### src/rtl/execute_stage_pkg.sv
// Shared encodings for the execute stage: ALU op codes, funct codes,
// control-field bit positions and the EX/MEM register layout.
package execute_stage_pkg;

    typedef enum logic [1:0] {
        ALUOP_ADD   = 2'b00,
        ALUOP_SUB   = 2'b01,
        ALUOP_FUNCT = 2'b10,
        ALUOP_RSVD  = 2'b11
    } aluop_e;

    typedef enum logic [5:0] {
        FUNCT_ADD = 6'b100000,
        FUNCT_SUB = 6'b100010,
        FUNCT_AND = 6'b100100,
        FUNCT_OR  = 6'b100101,
        FUNCT_SLT = 6'b101010
    } funct_e;

    // ALU_ZERO covers the reserved aluop and unrecognised funct codes.
    typedef enum logic [3:0] {
        ALU_AND  = 4'b0000,
        ALU_OR   = 4'b0001,
        ALU_ADD  = 4'b0010,
        ALU_SUB  = 4'b0110,
        ALU_SLT  = 4'b0111,
        ALU_ZERO = 4'b1111
    } alu_op_e;

    localparam int unsigned EX_REGDST   = 3;
    localparam int unsigned EX_ALUOP_HI = 2;
    localparam int unsigned EX_ALUOP_LO = 1;
    localparam int unsigned EX_ALUSRC   = 0;

    localparam int unsigned WB_MEMTOREG = 1;
    localparam int unsigned WB_REGWRITE = 0;

    localparam int unsigned MEM_BRANCH   = 2;
    localparam int unsigned MEM_MEMREAD  = 1;
    localparam int unsigned MEM_MEMWRITE = 0;

    typedef struct packed {
        logic [1:0]  wb;
        logic [2:0]  m;
        logic [31:0] add_result;
        logic        zero;
        logic [31:0] alu_result;
        logic [31:0] readdat2;
        logic [4:0]  write_reg;
    } ex_mem_t;

endpackage

### src/rtl/execute_stage_ex_mem_latch.sv
// EX/MEM pipeline register with synchronous reset, bubble insertion and stall.
module ex_mem_latch
    import execute_stage_pkg::*;
(
    input  logic    clk,
    input  logic    rst,
    input  logic    flush_i,
    input  logic    hold_i,
    input  ex_mem_t ex_mem_i,
    output ex_mem_t ex_mem_o
);

    ex_mem_t ex_mem_d, ex_mem_q;

    // Flush outranks hold: a flushed edge always loads, with control zeroed.
    always_comb begin
        ex_mem_d = ex_mem_q;
        if (flush_i) begin
            ex_mem_d    = ex_mem_i;
            ex_mem_d.wb = '0;
            ex_mem_d.m  = '0;
        end else if (!hold_i) begin
            ex_mem_d = ex_mem_i;
        end
    end

    always_ff @(posedge clk) begin
        if (rst) ex_mem_q <= '0;
        else     ex_mem_q <= ex_mem_d;
    end

    assign ex_mem_o = ex_mem_q;

endmodule

### src/rtl/execute_stage.sv
// Execute stage: ALU control, ALU, branch target adder and destination mux,
// registered into the EX/MEM latch.
module execute_stage
    import execute_stage_pkg::*;
(
    input  logic        clk,
    input  logic        rst,
    input  logic [1:0]  id_ex_wb,
    input  logic [2:0]  id_ex_mem,
    input  logic [3:0]  id_ex_execute,
    input  logic [31:0] id_ex_npc,
    input  logic [31:0] id_ex_readdat1,
    input  logic [31:0] id_ex_readdat2,
    input  logic [31:0] id_ex_sign_ext,
    input  logic [4:0]  id_ex_instr_bits_20_16,
    input  logic [4:0]  id_ex_instr_bits_15_11,
    input  logic        ex_flush,
    input  logic        ex_hold,
    output logic [1:0]  ex_mem_wb,
    output logic [2:0]  ex_mem_m,
    output logic [31:0] ex_mem_add_result,
    output logic        ex_mem_zero,
    output logic [31:0] ex_mem_alu_result,
    output logic [31:0] ex_mem_readdat2,
    output logic [4:0]  ex_mem_write_reg
);

    aluop_e      aluop;
    logic [5:0]  funct;
    alu_op_e     alu_ctl;
    logic [31:0] op_a, op_b, alu_res;
    ex_mem_t     ex_mem_in, ex_mem_out;

    assign aluop = aluop_e'(id_ex_execute[EX_ALUOP_HI:EX_ALUOP_LO]);
    assign funct = id_ex_sign_ext[5:0];
    assign op_a  = id_ex_readdat1;
    assign op_b  = id_ex_execute[EX_ALUSRC] ? id_ex_sign_ext : id_ex_readdat2;

    always_comb begin
        alu_ctl = ALU_ZERO;
        case (aluop)
            ALUOP_ADD:   alu_ctl = ALU_ADD;
            ALUOP_SUB:   alu_ctl = ALU_SUB;
            ALUOP_FUNCT: begin
                case (funct)
                    FUNCT_ADD: alu_ctl = ALU_ADD;
                    FUNCT_SUB: alu_ctl = ALU_SUB;
                    FUNCT_AND: alu_ctl = ALU_AND;
                    FUNCT_OR:  alu_ctl = ALU_OR;
                    FUNCT_SLT: alu_ctl = ALU_SLT;
                    default:   alu_ctl = ALU_ZERO;
                endcase
            end
            default:     alu_ctl = ALU_ZERO;
        endcase
    end

    always_comb begin
        alu_res = '0;
        case (alu_ctl)
            ALU_AND: alu_res = op_a & op_b;
            ALU_OR:  alu_res = op_a | op_b;
            ALU_ADD: alu_res = op_a + op_b;
            ALU_SUB: alu_res = op_a - op_b;
            ALU_SLT: alu_res = {31'd0, $signed(op_a) < $signed(op_b)};
            default: alu_res = '0;
        endcase
    end

    always_comb begin
        ex_mem_in.wb         = id_ex_wb;
        ex_mem_in.m          = id_ex_mem;
        ex_mem_in.add_result = id_ex_npc + {id_ex_sign_ext[29:0], 2'b00};
        ex_mem_in.zero       = (alu_res == '0);
        ex_mem_in.alu_result = alu_res;
        ex_mem_in.readdat2   = id_ex_readdat2;
        ex_mem_in.write_reg  = id_ex_execute[EX_REGDST] ? id_ex_instr_bits_15_11
                                                        : id_ex_instr_bits_20_16;
    end

    ex_mem_latch u_ex_mem_latch (
        .clk      (clk),
        .rst      (rst),
        .flush_i  (ex_flush),
        .hold_i   (ex_hold),
        .ex_mem_i (ex_mem_in),
        .ex_mem_o (ex_mem_out)
    );

    assign ex_mem_wb         = ex_mem_out.wb;
    assign ex_mem_m          = ex_mem_out.m;
    assign ex_mem_add_result = ex_mem_out.add_result;
    assign ex_mem_zero       = ex_mem_out.zero;
    assign ex_mem_alu_result = ex_mem_out.alu_result;
    assign ex_mem_readdat2   = ex_mem_out.readdat2;
    assign ex_mem_write_reg  = ex_mem_out.write_reg;

endmodule

### config.mk
export PLATFORM = sky130hd
export DESIGN_NAME = execute_stage
export DESIGN_NICKNAME = d
export VERILOG_FILES = /design/src/rtl/execute_stage_pkg.sv /design/src/rtl/execute_stage_ex_mem_latch.sv /design/src/rtl/execute_stage.sv
export SDC_FILE = /design/constraint.sdc
export NUM_CORES = 1
export LEC_CHECK = 0
export BUFFER_PORTS_ARGS = -buffer_cell sky130_fd_sc_hd__buf_2
export CORE_UTILIZATION = 56
export CTS_BUF_LIST = sky130_fd_sc_hd__clkbuf_16
export DETAILED_ROUTE_END_ITERATION = 6
export PLACE_DENSITY = 0.82
export SKIP_CTS_REPAIR_TIMING = 1
export SLEW_MARGIN = 20
export SYNTH_ARGS = -nofsm -noshare
export SYNTH_HDL_FRONTEND = slang
export SYNTH_SLANG_ARGS = --single-unit
### constraint.sdc
create_clock -name clk -period 6.3 [get_ports clk]
set_clock_uncertainty 0.2 [all_clocks]
set_input_delay 0.63 -clock clk [delete_from_list [all_inputs] [get_ports clk]]
set_output_delay 0.63 -clock clk [all_outputs]
set_load 0.005 [all_outputs]
### Yosys cells after proc, flatten, opt, wreduce, memory -nomap -nowiden

Cells that the tools add are included.

* register bits after elaboration: 107
* bits in latches: 0
* RAM bits: 0
* memory bits (read-only): 0
* input bits: 151
* output and inout bits: 107
* logic and storage cells: 36
* memories kept: 0

* add/sub/neg operators: 3
* $mul: 0
* divide/modulo/power cells: 0
* order comparisons: 1
* eq/ne operators: 12
* shifts and indexed selects: 0
* multiplexer cells: 7
* bitwise gates (word level): 2
* reductions and logical operators: 4

Operators with widths (count)
* 102-bit two-way mux: 2
* 32-bit one-hot mux with 5 select lines: 1
* 32-bit adder: 2
* 32-bit AND: 1
* 32-bit logical NOT: 1
* 32-bit less-than comparator: 1
* 32-bit two-way mux: 1
* 32-bit bitwise OR: 1
* 32-bit subtractor: 1
* 6-bit equality test (second input constant): 5
* 4-bit one-hot mux with 5 select lines: 1
* 4-bit one-hot mux with 3 select lines: 1
* 4-bit by 3-bit equality test with 1-bit output (second input constant): 2
* 5-bit two-way mux: 1
* 4-bit by 1-bit equality test with 1-bit output (second input constant): 1
* 4-bit by 2-bit equality test with 1-bit output (second input constant): 1
* 4-bit logical NOT: 1
* 2-bit by 1-bit equality test with 1-bit output (second input constant): 1
* 2-bit equality test (second input constant): 1
* 2-bit logical NOT: 1
* 2-bit != test (second input constant): 1
* 2-bit OR reduction: 1

### Logic depth before layout (Yosys ltp)

Gate-level depths: netlist of the first run.

* word-level depth: 8
* depth in mapped cells: 22
* depth with buffers taken out: 17

### Hierarchy

Synthesis of the first run repeated with hierarchy kept, for this count alone.

* cell total of the unflattened synthesis: 1522
* area, all modules: 12199.2 µm²

Modules (own cells, without submodules)
* execute_stage: instances 1, cells an instance 1040, area an instance 7164.4 µm², seq. area each 0.0 µm²
* ex_mem_latch: instances 1, cells an instance 482, area an instance 5034.8 µm², seq. area each 2142.1 µm²

### Worst setup path after synthesis of the first run

No wires, ideal clock.

* path type: input to register
* start point: input id_ex_sign_ext[0]
* end point: register u_ex_mem_latch.ex_mem_q, in the netlist u_ex_mem_latch.ex_mem_o[69]
* library setup time: 59 ps
* arrival time: 5529 ps
* data required time: 6041 ps
* slack: 512 ps
* stages: 22
* buffers on the path: 5
* path through: buf_2 > buf_1 > clkbuf_1 > clkbuf_1 > buf_1 > mux2i_1 > inv_1 > ha_1 > inv_1 > fa_1 > nand2b_1 > a211oi_1 > nor3_2 > o311ai_2 > and2_1 > o311ai_0 > o21ai_1 > nand4_1 > or4_1 > nor4_1 > and3_1 > a31o_1

* cells in the longest elaborated chain, start to end: 8
* elaborated cells between the ends (all ways): 22
* classes of those cells: add/sub (2); order compare (1); eq/ne (9); mux (6); bitwise (2); reduce/logical (2)

RTL lines
* from (decl): line execute_stage.sv:14 `input logic [31:0] id_ex_sign_ext,`
* branches (longest 4 deep; another with 32-bit subtractor)
* 32-bit one-hot mux with 5 select lines (*): line execute_stage.sv:60 `case (alu_ctl)`
* 32-bit logical NOT (*): line execute_stage.sv:74 `ex_mem_in.zero = (alu_res == '0);`
* 102-bit two-way mux: line execute_stage_ex_mem_latch.sv:22 `end else if (!hold_i) begin`
* 102-bit two-way mux (*): line execute_stage_ex_mem_latch.sv:18 `if (flush_i) begin`
* to (signal assigned): line execute_stage_ex_mem_latch.sv:29 `else ex_mem_q <= ex_mem_d;`
* to (decl): line execute_stage_ex_mem_latch.sv:13 `ex_mem_t ex_mem_d, ex_mem_q;`

Mark *: on every way between the ends. The select of a mux whose other input is x is not followed.
A chain may end at the register's enable or synchronous reset.

### Final worst setup path of the first run

* start point: input id_ex_execute[0]
* end point: register u_ex_mem_latch.ex_mem_q, in the netlist u_ex_mem_latch.ex_mem_o[69]

* cells in the longest elaborated chain, start to end: 6
* elaborated cells between the ends (all ways): 10
* classes of those cells: add/sub (2); order compare (1); mux (4); bitwise (2); reduce/logical (1)

RTL lines
* from (decl): line execute_stage.sv:10 `input logic [3:0] id_ex_execute,`
* 32-bit two-way mux (*): line execute_stage.sv:37 `assign op_b = id_ex_execute[EX_ALUSRC] ? id_ex_sign_ext : id_ex_readdat2;`
* 32-bit subtractor (tied with other cells): line execute_stage.sv:64 `ALU_SUB: alu_res = op_a - op_b;`
* 32-bit one-hot mux with 5 select lines (*): line execute_stage.sv:60
* 32-bit logical NOT (*): line execute_stage.sv:74
* 102-bit two-way mux: line execute_stage_ex_mem_latch.sv:22
* 102-bit two-way mux (*): line execute_stage_ex_mem_latch.sv:18

Mark *: on every way between the ends. The rest lies on a longest branch, timed or not. The select of a mux whose other input is x is not followed.

==> results of run 1 <==
[cell families (layout without fill, tap and decap cells)]
family	after synthesis	in the layout
buffers and inverters	208	410
and+or+nand+nor	471	471
adders and majority gates	135	135
DFF	107	107
muxes	67	67
xor gates and xnor gates	35	35
other	0	2
AOI/OAI and AO/OA	428	428
[power groups by stage]
stage	registers [mW]	clock network, mW	logic (mW)
floorplan	0.791	0	0.682
detailed placement	0.787	0	1.02
global route	0.781	0.663	1.14
global placement	0.785	0	1.01
finish	0.773	0.632	1.05
CTS	0.772	0.637	1.02
[critical path, delay by kind of cell]
kind                     cells  cell delay, ns
buffers and inverters        3            0.67
adder cells (fa/ha/maj)      2            0.48
multiplexers                 2            0.61
AO/OA/AOI/OAI                7            1.96
AND/OR/NAND/NOR              4            0.91
[per-stage QoR]
step                      utilization [%]  hold slack [ns]
after global placement               64.7            0.235
after detailed placement             64.7            0.240
after global routing                 66.4            0.266
after floorplan                         -            0.248
final                                66.4            0.252
after CTS                            66.3            0.251
[worst max-delay path by stage]
stage	start	end	slack, ns	depth (start not counted)
2_1_floorplan	id_ex_sign_ext[0]	u_ex_mem_latch.ex_mem_o[69]$_SDFFE_PP0P_	0.51	22
3_3_place_gp	id_ex_execute[0]	u_ex_mem_latch.ex_mem_o[69]$_SDFFE_PP0P_	0.94	18
3_5_place_dp	id_ex_execute[0]	u_ex_mem_latch.ex_mem_o[69]$_SDFFE_PP0P_	0.87	18
4_1_cts	id_ex_execute[0]	u_ex_mem_latch.ex_mem_o[69]$_SDFFE_PP0P_	1.23	18
5_1_grt	id_ex_execute[0]	u_ex_mem_latch.ex_mem_o[69]$_SDFFE_PP0P_	0.95	18
6_report	id_ex_execute[0]	u_ex_mem_latch.ex_mem_o[69]$_SDFFE_PP0P_	1.13	18
[area by class of cell]
class,count,area share [%]
sequential,107,17.2
clock inverter,7,0.733
antenna,2,0.0402
clock buffer,9,1.81
inverter,127,3.83
tap,234,2.35
multi-input combinational,1136,63.1
timing repair buffer,267,10.9
[layer usage]
layer  GRT usage, %  part of all wire [%]  up-vias
li1               -                     -     5588
met1           46.8                    41     5434
met2           57.0                    43      682
met3           12.0                    12      109
met4           13.8                   3.3        2
met5              0                 0.030        -
[synth_stat cells, types with 4 or more instances]
library cell,number,share of area [%]
buf_1,10,0.35
a211oi_1,53,3.7
o21ai_0,41,1.9
o221ai_1,9,0.73
o41ai_1,5,0.41
o21ai_1,7,0.32
o21bai_1,13,0.91
ha_1,132,15
o21a_1,6,0.42
nand2_1,169,5.9
nand4_1,8,0.46
inv_1,123,4.3
nor4_1,11,0.64
and2_1,8,0.46
nor2_1,121,4.2
or4_1,6,0.42
nor3b_1,8,0.56
nor3_1,39,1.8
inv_2,4,0.14
mux2i_1,66,6.1
a21boi_0,4,0.28
clkbuf_1,61,2.1
a21oi_1,154,7.1
xnor2_1,31,2.5
a22oi_1,5,0.35
dfxtp_1,107,20
a31oi_1,11,0.64
and3_1,11,0.64
o211a_1,5,0.46
nand2b_1,14,0.81
xor2_1,4,0.32
a21o_1,15,1.0
buf_2,7,0.32
nor2b_1,13,0.75
o31ai_1,18,1.3
nand3_1,19,0.88
o211ai_1,12,0.84
a221o_1,11,1.0
o22ai_1,8,0.46
or3_1,16,0.93
a221oi_1,6,0.49
==> results by stage, run 1 <==
Run status:
- The run finished with clean final reports.

Critical path:
- The setup slack of the most critical reg-to-reg path is ~5.3 ns.
- The sort of element at the start of the critical path is an input port.
- The signal arrival time at the worst endpoint is approximately 5.3 ns.
- Along the worst path, the maximum fanout reaches 18.
- The worst stage delay on the critical path is ~0.53 ns.
- The worst register-to-register path ends at u_ex_mem_latch.ex_mem_o[73]$_SDFFE_PP0P_.
- Data on the critical path is required at its endpoint by 6.42 ns.
- The number of cells on the worst reg-to-reg path is 2.
- Among all stages on the critical path, the largest delay is contributed by a2111oi_1.
- The source of the worst register-to-register timing path is u_ex_mem_latch.ex_mem_o[73]$_SDFFE_PP0P_.
- The setup path with the least slack is of type input port to register.
- The kind of capture point of the worst setup path is a register.
- The signal on the critical path passes through buf_2 > mux2i_1 > inv_1 > ha_1 > inv_1 > fa_1 > nand2b_4 > a221o_1 > a31o_2 > a211oi_2 > o2111ai_1 > a2111oi_1 > mux2i_1 > o211ai_1 > or4_1 > nor4_1 > and3_1 > a31o_1.

Global route:
- The number of antenna violations at the first check in global routing is 4.
- Global routing finished with a remaining overflow of 0.
- Entering global routing, the biggest net connects slightly below 70 pins.
- The number of global-route vias before repair is roughly 11,000.
- The first global-routing pass estimated around 57,000 microns of wire.
- Across every metal layer, demand over resource in global routing totals ~37%.

Cells and area:
- The total non-filler cell area in the finished layout is between 10,000 and 15,000 sq um.
- In the layout the commonest cells are 256 x buf_2, 169 x nand2_1, 154 x a21oi_1.
- In the final layout, the multi-input gates occupy a little under 8000 sq um.
- The non-filler instance count after layout is around 1,900.
- The sequential cell area is approximately 2100 sq um.
- Leaving out fill and tap cells, the most frequent cell in the layout is buf_2.
- The flip-flop count of the largest register after layout is roughly 110.
- The fraction of final layout cells sized beyond drive strength 1 is a little under a fifth.
- The final-stage net count is a little under 2,000.
- From synthesis to final layout, the design area changed by 15.5%.
- The filler cells instantiated in the layout total between 1,500 and 2,000.

Detailed routing:
- The final layout contains routed wiring with a total length of 36,700 microns.
- The total number of vias is between 10,000 and 15,000.
- In the routed design, unresolved DRC markers number 0.
- After the first detailed-routing iteration, the DRC count stood at 1,081.
- The count of nets left with antenna violations after detail routing is 0.
- The routed via count divided by cell count is about 6.3.
- The detailed-route wire length per cell is between 15 and 20 microns.
- The first detailed-routing pass ran for 6 iterations.

Yosys:
- After synthesis, the share of flip-flops with an asynchronous set or reset is 0%.
- The number of synthesized flops with an enable pin is 0.
- A synthesized cell averages between 7 and 8 sq um.
- The cell count after synthesis came out at around 1,500.
- The fraction of the mapped netlist area in simple logic gates is roughly a fifth.
- Synthesis inferred around 110 register bits.
- The share of the Yosys chip area taken by registers is between 10% and 20%.
- In this run the cell area of the synthesized design comes to 10,800 sq um.
- In the synthesized netlist, mux cells make up between 6 and 7% of the area.
- The synthesized-area fraction occupied by adder cells is between 15 and 20%.
- In this run, distinct cell masters in the synthesized netlist total 92.
- The synthesized netlist devotes roughly 2.8% of its cell area to XOR and XNOR gates.
- The combinational family with the most area after synthesis is compound AO/OA/AOI/OAI gates.
- The count of synthesis-stage warnings from yosys is 0.
- The number of nets handed over by synthesis was roughly 1,700.
- The leading register cell type out of synthesis is dfxtp_1.
- The compound-cell area share of the yosys netlist is 26.6%.

Placed design:
- The final HPWL from detailed placement is between 20,000 and 30,000 microns.
- The number of placed instances, taps included, is 1,871.
- At the placement stage, the worst setup path has a slack of roughly 0.87 ns.
- Once placement finished, the instance area stood at ~12,000 sq um.
- At the end of routability-driven placement, the weighted congestion stood at 1.01.
- Port buffering added 257 buffers.

Timing:
- Setup violations remaining at the end of the flow were counted as 0.
- The time the final worst path needs with I/O delays and setup is 5.17 ns.
- At the pin with the least slew margin, the transition time is 0.856 ns.
- Setup total negative slack on the finished layout was measured at 0 ns.
- Derived from the worst setup path, the maximum achievable clock frequency is around 190 MHz.
- Setup repair after global routing left no endpoint under its margin.
- The number of hold violations in the final report is 0.
- The setup slack after layout is about 1.1 ns.
- The final-report max-slew violation count was 0.
- The relative slew slack is a little over two fifths.
- The post-route fraction of the period consumed by the critical path is about 80%.

Die:
- The initial utilization of the core area, before any placement, comes to between 50% and 60%.
- After floorplanning, the core was divided into 50 placement rows.
- In this run the vertical extent of the chip is roughly 140 microns.
- The area of the core region is ~19,000 sq um.
- The die width is between 100 and 150 microns.
- During I/O placement, the number of pins put on the boundary was between 200 and 300.
- The die covers slightly below 20,000 sq um.

CTS:
- The root buffer selected by CTS is clkbuf_16.
- The clock latency at the later pin of the worst-skew pair is approximately 0.38 ns.
- After clock tree synthesis, the clock-pin slew on the worst setup and hold paths is about 0.09 ns.
- The maximum level of the CTS H-tree is 3.
- The total CTS buffers is 9.
- Counting along the longest clock path gives a buffer depth of 2.
- The clock net in this run drives a total of 107 sinks.
- The CTS tree is done.

Power and ir drop:
- The sequential group share of total power is 31.5%.
- In this run the power density over the cells is between 150 and 200 nW/um^2.
- The power after layout is 2.45 mW.
- The net switching fraction of the power is slightly above 40%.
- The cell internal power dissipation is about 1.4 mW.
- The worst voltage drop across the vdd grid is 145 uV.
- The static power due to leakage is around 6.1 nW.
- The portion of total power attributed to the clock network is 25.8%.
- The share of total power dissipated in combinational logic is 42.7%.
- The switching component of the power is 1.01 mW.

Run:
- The number of maximum-capacitance constraint violations is 0.

Min path:
- The critical hold path startpoint is u_ex_mem_latch.ex_mem_o[6]$_SDFFE_PP0P_.
- The worst hold path belongs to the class register to register.
- For hold timing, the worst endpoint is u_ex_mem_latch.ex_mem_o[6]$_SDFFE_PP0P_.
- Along the worst hold path, the cell count comes to 2.
No activity file was read; power rests on OpenSTA's default activity.
==> run 2, diff against run 1 <==
- clock period: 6.3 -> 5 ns (I/O delays scaled with it)
==> results by stage, run 2 (synthesized netlist as in run 1, its figures left out) <==
Run status:
- The run finished with clean final reports.

Placed design:
- The total placed cells including tap cells is between 1,500 and 2,000.
- Once placement finished, the instance area stood at 12,500 sq um.
- In this run the tool buffered the top-level ports with around 260 buffer cells.
- The final weighted congestion in routability-driven placement is 1.01.
- The final HPWL from detailed placement is 29,300 microns.

Die:
- In this run the horizontal extent of the chip is around 140 microns.
- The total area inside the core boundary comes to 18,800 sq um.
- The die covers 19,800 sq um.
- Once the floorplan was initialized, standard cells occupied 57.4% of the core.
- The total number of placement rows is 50.
- around 260 I/O pins were placed.
- The die height is 141 microns.

Min path:
- The type of the worst min-delay path is input port to register.

Detailed routing:
- The routed via count divided by cell count is 6.18.
- The final wirelength is 37,400 microns.
- The remaining routing DRC violations is 0.
- The detailed router's first-iteration violation count is between 1,000 and 1,500.
- The count of nets left with antenna violations after detail routing is 0.
- The total number of vias is between 10,000 and 15,000.
- For this run, the detailed router's first-pass iteration total came to 5.
- The detailed-route wire length per cell is 19.3 microns.

Timing:
- The final-report max-slew violation count came to 0.
- Setup violations remaining at the end of the flow were counted as 0.
- The hold slack is between 0.15 and 0.2 ns.
- Dividing the final minimum period by the clock period gives between 90% and 100%.
- Counting I/O delays and the setup requirement, the final critical path takes around 4.8 ns.
- The slew of the pin with the lowest slew margin is 1.00 ns.
- The number of hold violations in the final report is 0.
- Setup repair after global routing left no endpoint under its margin.
- For this run, the top clock speed supported by timing is about 210 MHz.
- The relative slew slack is between 30% and 40%.

Power and ir drop:
- The net switching fraction of the power is between 40% and 50%.
- In this run, the combinational gates consume between 40 and 50% of the power.
- The switching component of the power is roughly 1.3 mW.
- The cell internal power dissipation is 1.85 mW.
- Per report_power, the sequential group accounts for 31.3% of the total.
- VDD sags by at most roughly 180 uV.
- The design draws around 3.1 mW.
- In this run the static leakage power is 6.35 nW.
- For this design the ratio of total power to cell area is 242 nW/um^2.
- The clock network is responsible for 23.7% of the overall power.

Cells and area:
- The total non-filler cell area in the finished layout is between 10,000 and 15,000 sq um.
- Leaving out fill and tap cells, the most frequent cell in the layout is buf_2.
- The fraction of final layout cells sized beyond drive strength 1 is between 20% and 30%.
- After the last flow step, the layout net total stands at around 2,000.
- The library cells used most frequently in the layout, excluding fill and tap cells, are 256 x buf_2, 169 x nand2_1, 154 x a21oi_1.
- The area growth from synthesis to layout is 18.8%.
- The register with the most flip-flops in the layout has between 100 and 150 of them.
- The non-filler instance count after layout is between 1,500 and 2,000.
- The layout filler cell count is about 1,600.

Critical path:
- For the worst setup path, the data arrival time is approximately 4.9 ns.
- The worst setup path is launched from an input port.
- STA puts the critical path data required time at roughly 5.1 ns.
- Of all nets on the critical path, the largest fanout is 31.
- By startpoint and endpoint, the worst setup path is classified as input port to register.
- The worst setup path is captured at a register.

CTS:
- CTS built an H-tree with a depth of 3.
- The CTS tree is done.
- The maximum buffer depth of the clock tree is 2.
- The root buffer selected by CTS is clkbuf_16.
- The clock latency at the later pin of the worst-skew pair is between 0.3 and 0.4 ns.
- Clock-pin slew was measured on the worst setup and hold paths at around 0.080 ns.
- TritonCTS created 9 clock buffers.
- The clock sink count is roughly 110.

Run:
- The tool flagged a number of max-cap violations equal to 0.

Global route:
- The first-pass GRT wire length is approximately 58,000 microns.
- The number of global-route vias before repair came to about 11,000.
- The global router's overall resource usage is between 30% and 40%.
- The number of antenna violations at the first check in global routing is 2.
- The maximum number of pins on one net before global-route repair is 73.
- Summed over all layers, the global routing overflow is 0.
run 2: changes by cell type in the layout (fill, tap and decap cells not counted), sizes merged:
cell | before | now
clkinv | 4 | 1
buf | 267 | 316
clkinvlp | 0 | 1
diode | 2 | 1
inv | 130 | 131
run 2: area by class of cell:
cell class | instances | area, sq um | area share, %
Multi-Input combinational cell | 1136 | 7870 | 61.4
Sequential cell | 107 | 2140 | 16.7
Timing Repair Buffer | 316 | 1740 | 13.6
Inverter | 127 | 477 | 3.72
Tap cell | 234 | 293 | 2.29
Clock buffer | 9 | 225 | 1.76
Clock inverter | 6 | 56.3 | 0.439
Antenna cell | 1 | 2.50 | 0.0195
run 2: power groups by stage:
stage | Combinational, mW | Clock (mW) | Sequential [mW]
4_1_cts | 1.36 | 0.742 | 0.972
3_5_place_dp | 1.36 | 0 | 0.990
3_3_place_gp | 1.34 | 0 | 0.986
2_1_floorplan | 0.862 | 0 | 0.997
5_1_grt | 1.52 | 0.771 | 0.981
6_report | 1.40 | 0.737 | 0.972
run 2: final timing paths:
kind	startpoint	endpoint	slack, ns	cells past startpoint
setup / recovery	id_ex_execute[0]	u_ex_mem_latch.ex_mem_o[69]$_SDFFE_PP0P_	0.21	16
hold / removal	id_ex_readdat2[20]	u_ex_mem_latch.ex_mem_o[25]$_SDFFE_PP0P_	0.18	3
setup reg to reg	u_ex_mem_latch.ex_mem_o[73]$_SDFFE_PP0P_	u_ex_mem_latch.ex_mem_o[73]$_SDFFE_PP0P_	3.95	2
hold reg to reg	u_ex_mem_latch.ex_mem_o[20]$_SDFFE_PP0P_	u_ex_mem_latch.ex_mem_o[20]$_SDFFE_PP0P_	0.25	2
run 2: critical path: stages:
cell and delay [ns]:
buf_2 0.15, buf_12 0.27, mux2i_1 0.39, ha_1 0.36, nor4_1 0.48, nand4_1 0.17
a31oi_2 0.25, or3_4 0.21, and2_1 0.15, a31oi_1 0.14, a211oi_4 0.30, nand4_1 0.16
or4_1 0.52, nor4_1 0.44, and3_1 0.23, a31o_1 0.13
run 2: per-layer routing:
| layer | vias up | wire length, microns | global-route usage (%) |
|---|---|---|---|
| met5 | - | 13 | 0 |
| met4 | 2 | 1040 | 13.2 |
| met3 | 84 | 3890 | 8.05 |
| met2 | 634 | 17000 | 61.8 |
| met1 | 5569 | 15400 | 47.5 |
| li1 | 5677 | - | - |
run 2: stage by stage:
stage / setup slack (ns) / TNS [ns] / utilization (%)
4_1_cts: 0.317 / 0 / 68.2
3_5_place_dp: -0.0610 / -0.0610 / 66.7
2_1_floorplan: 0.00486 / 0 / -
5_1_grt: 0.0137 / 0 / 68.3
6_report: 0.215 / 0 / 68.3
3_3_place_gp: 0.0601 / 0 / 66.7
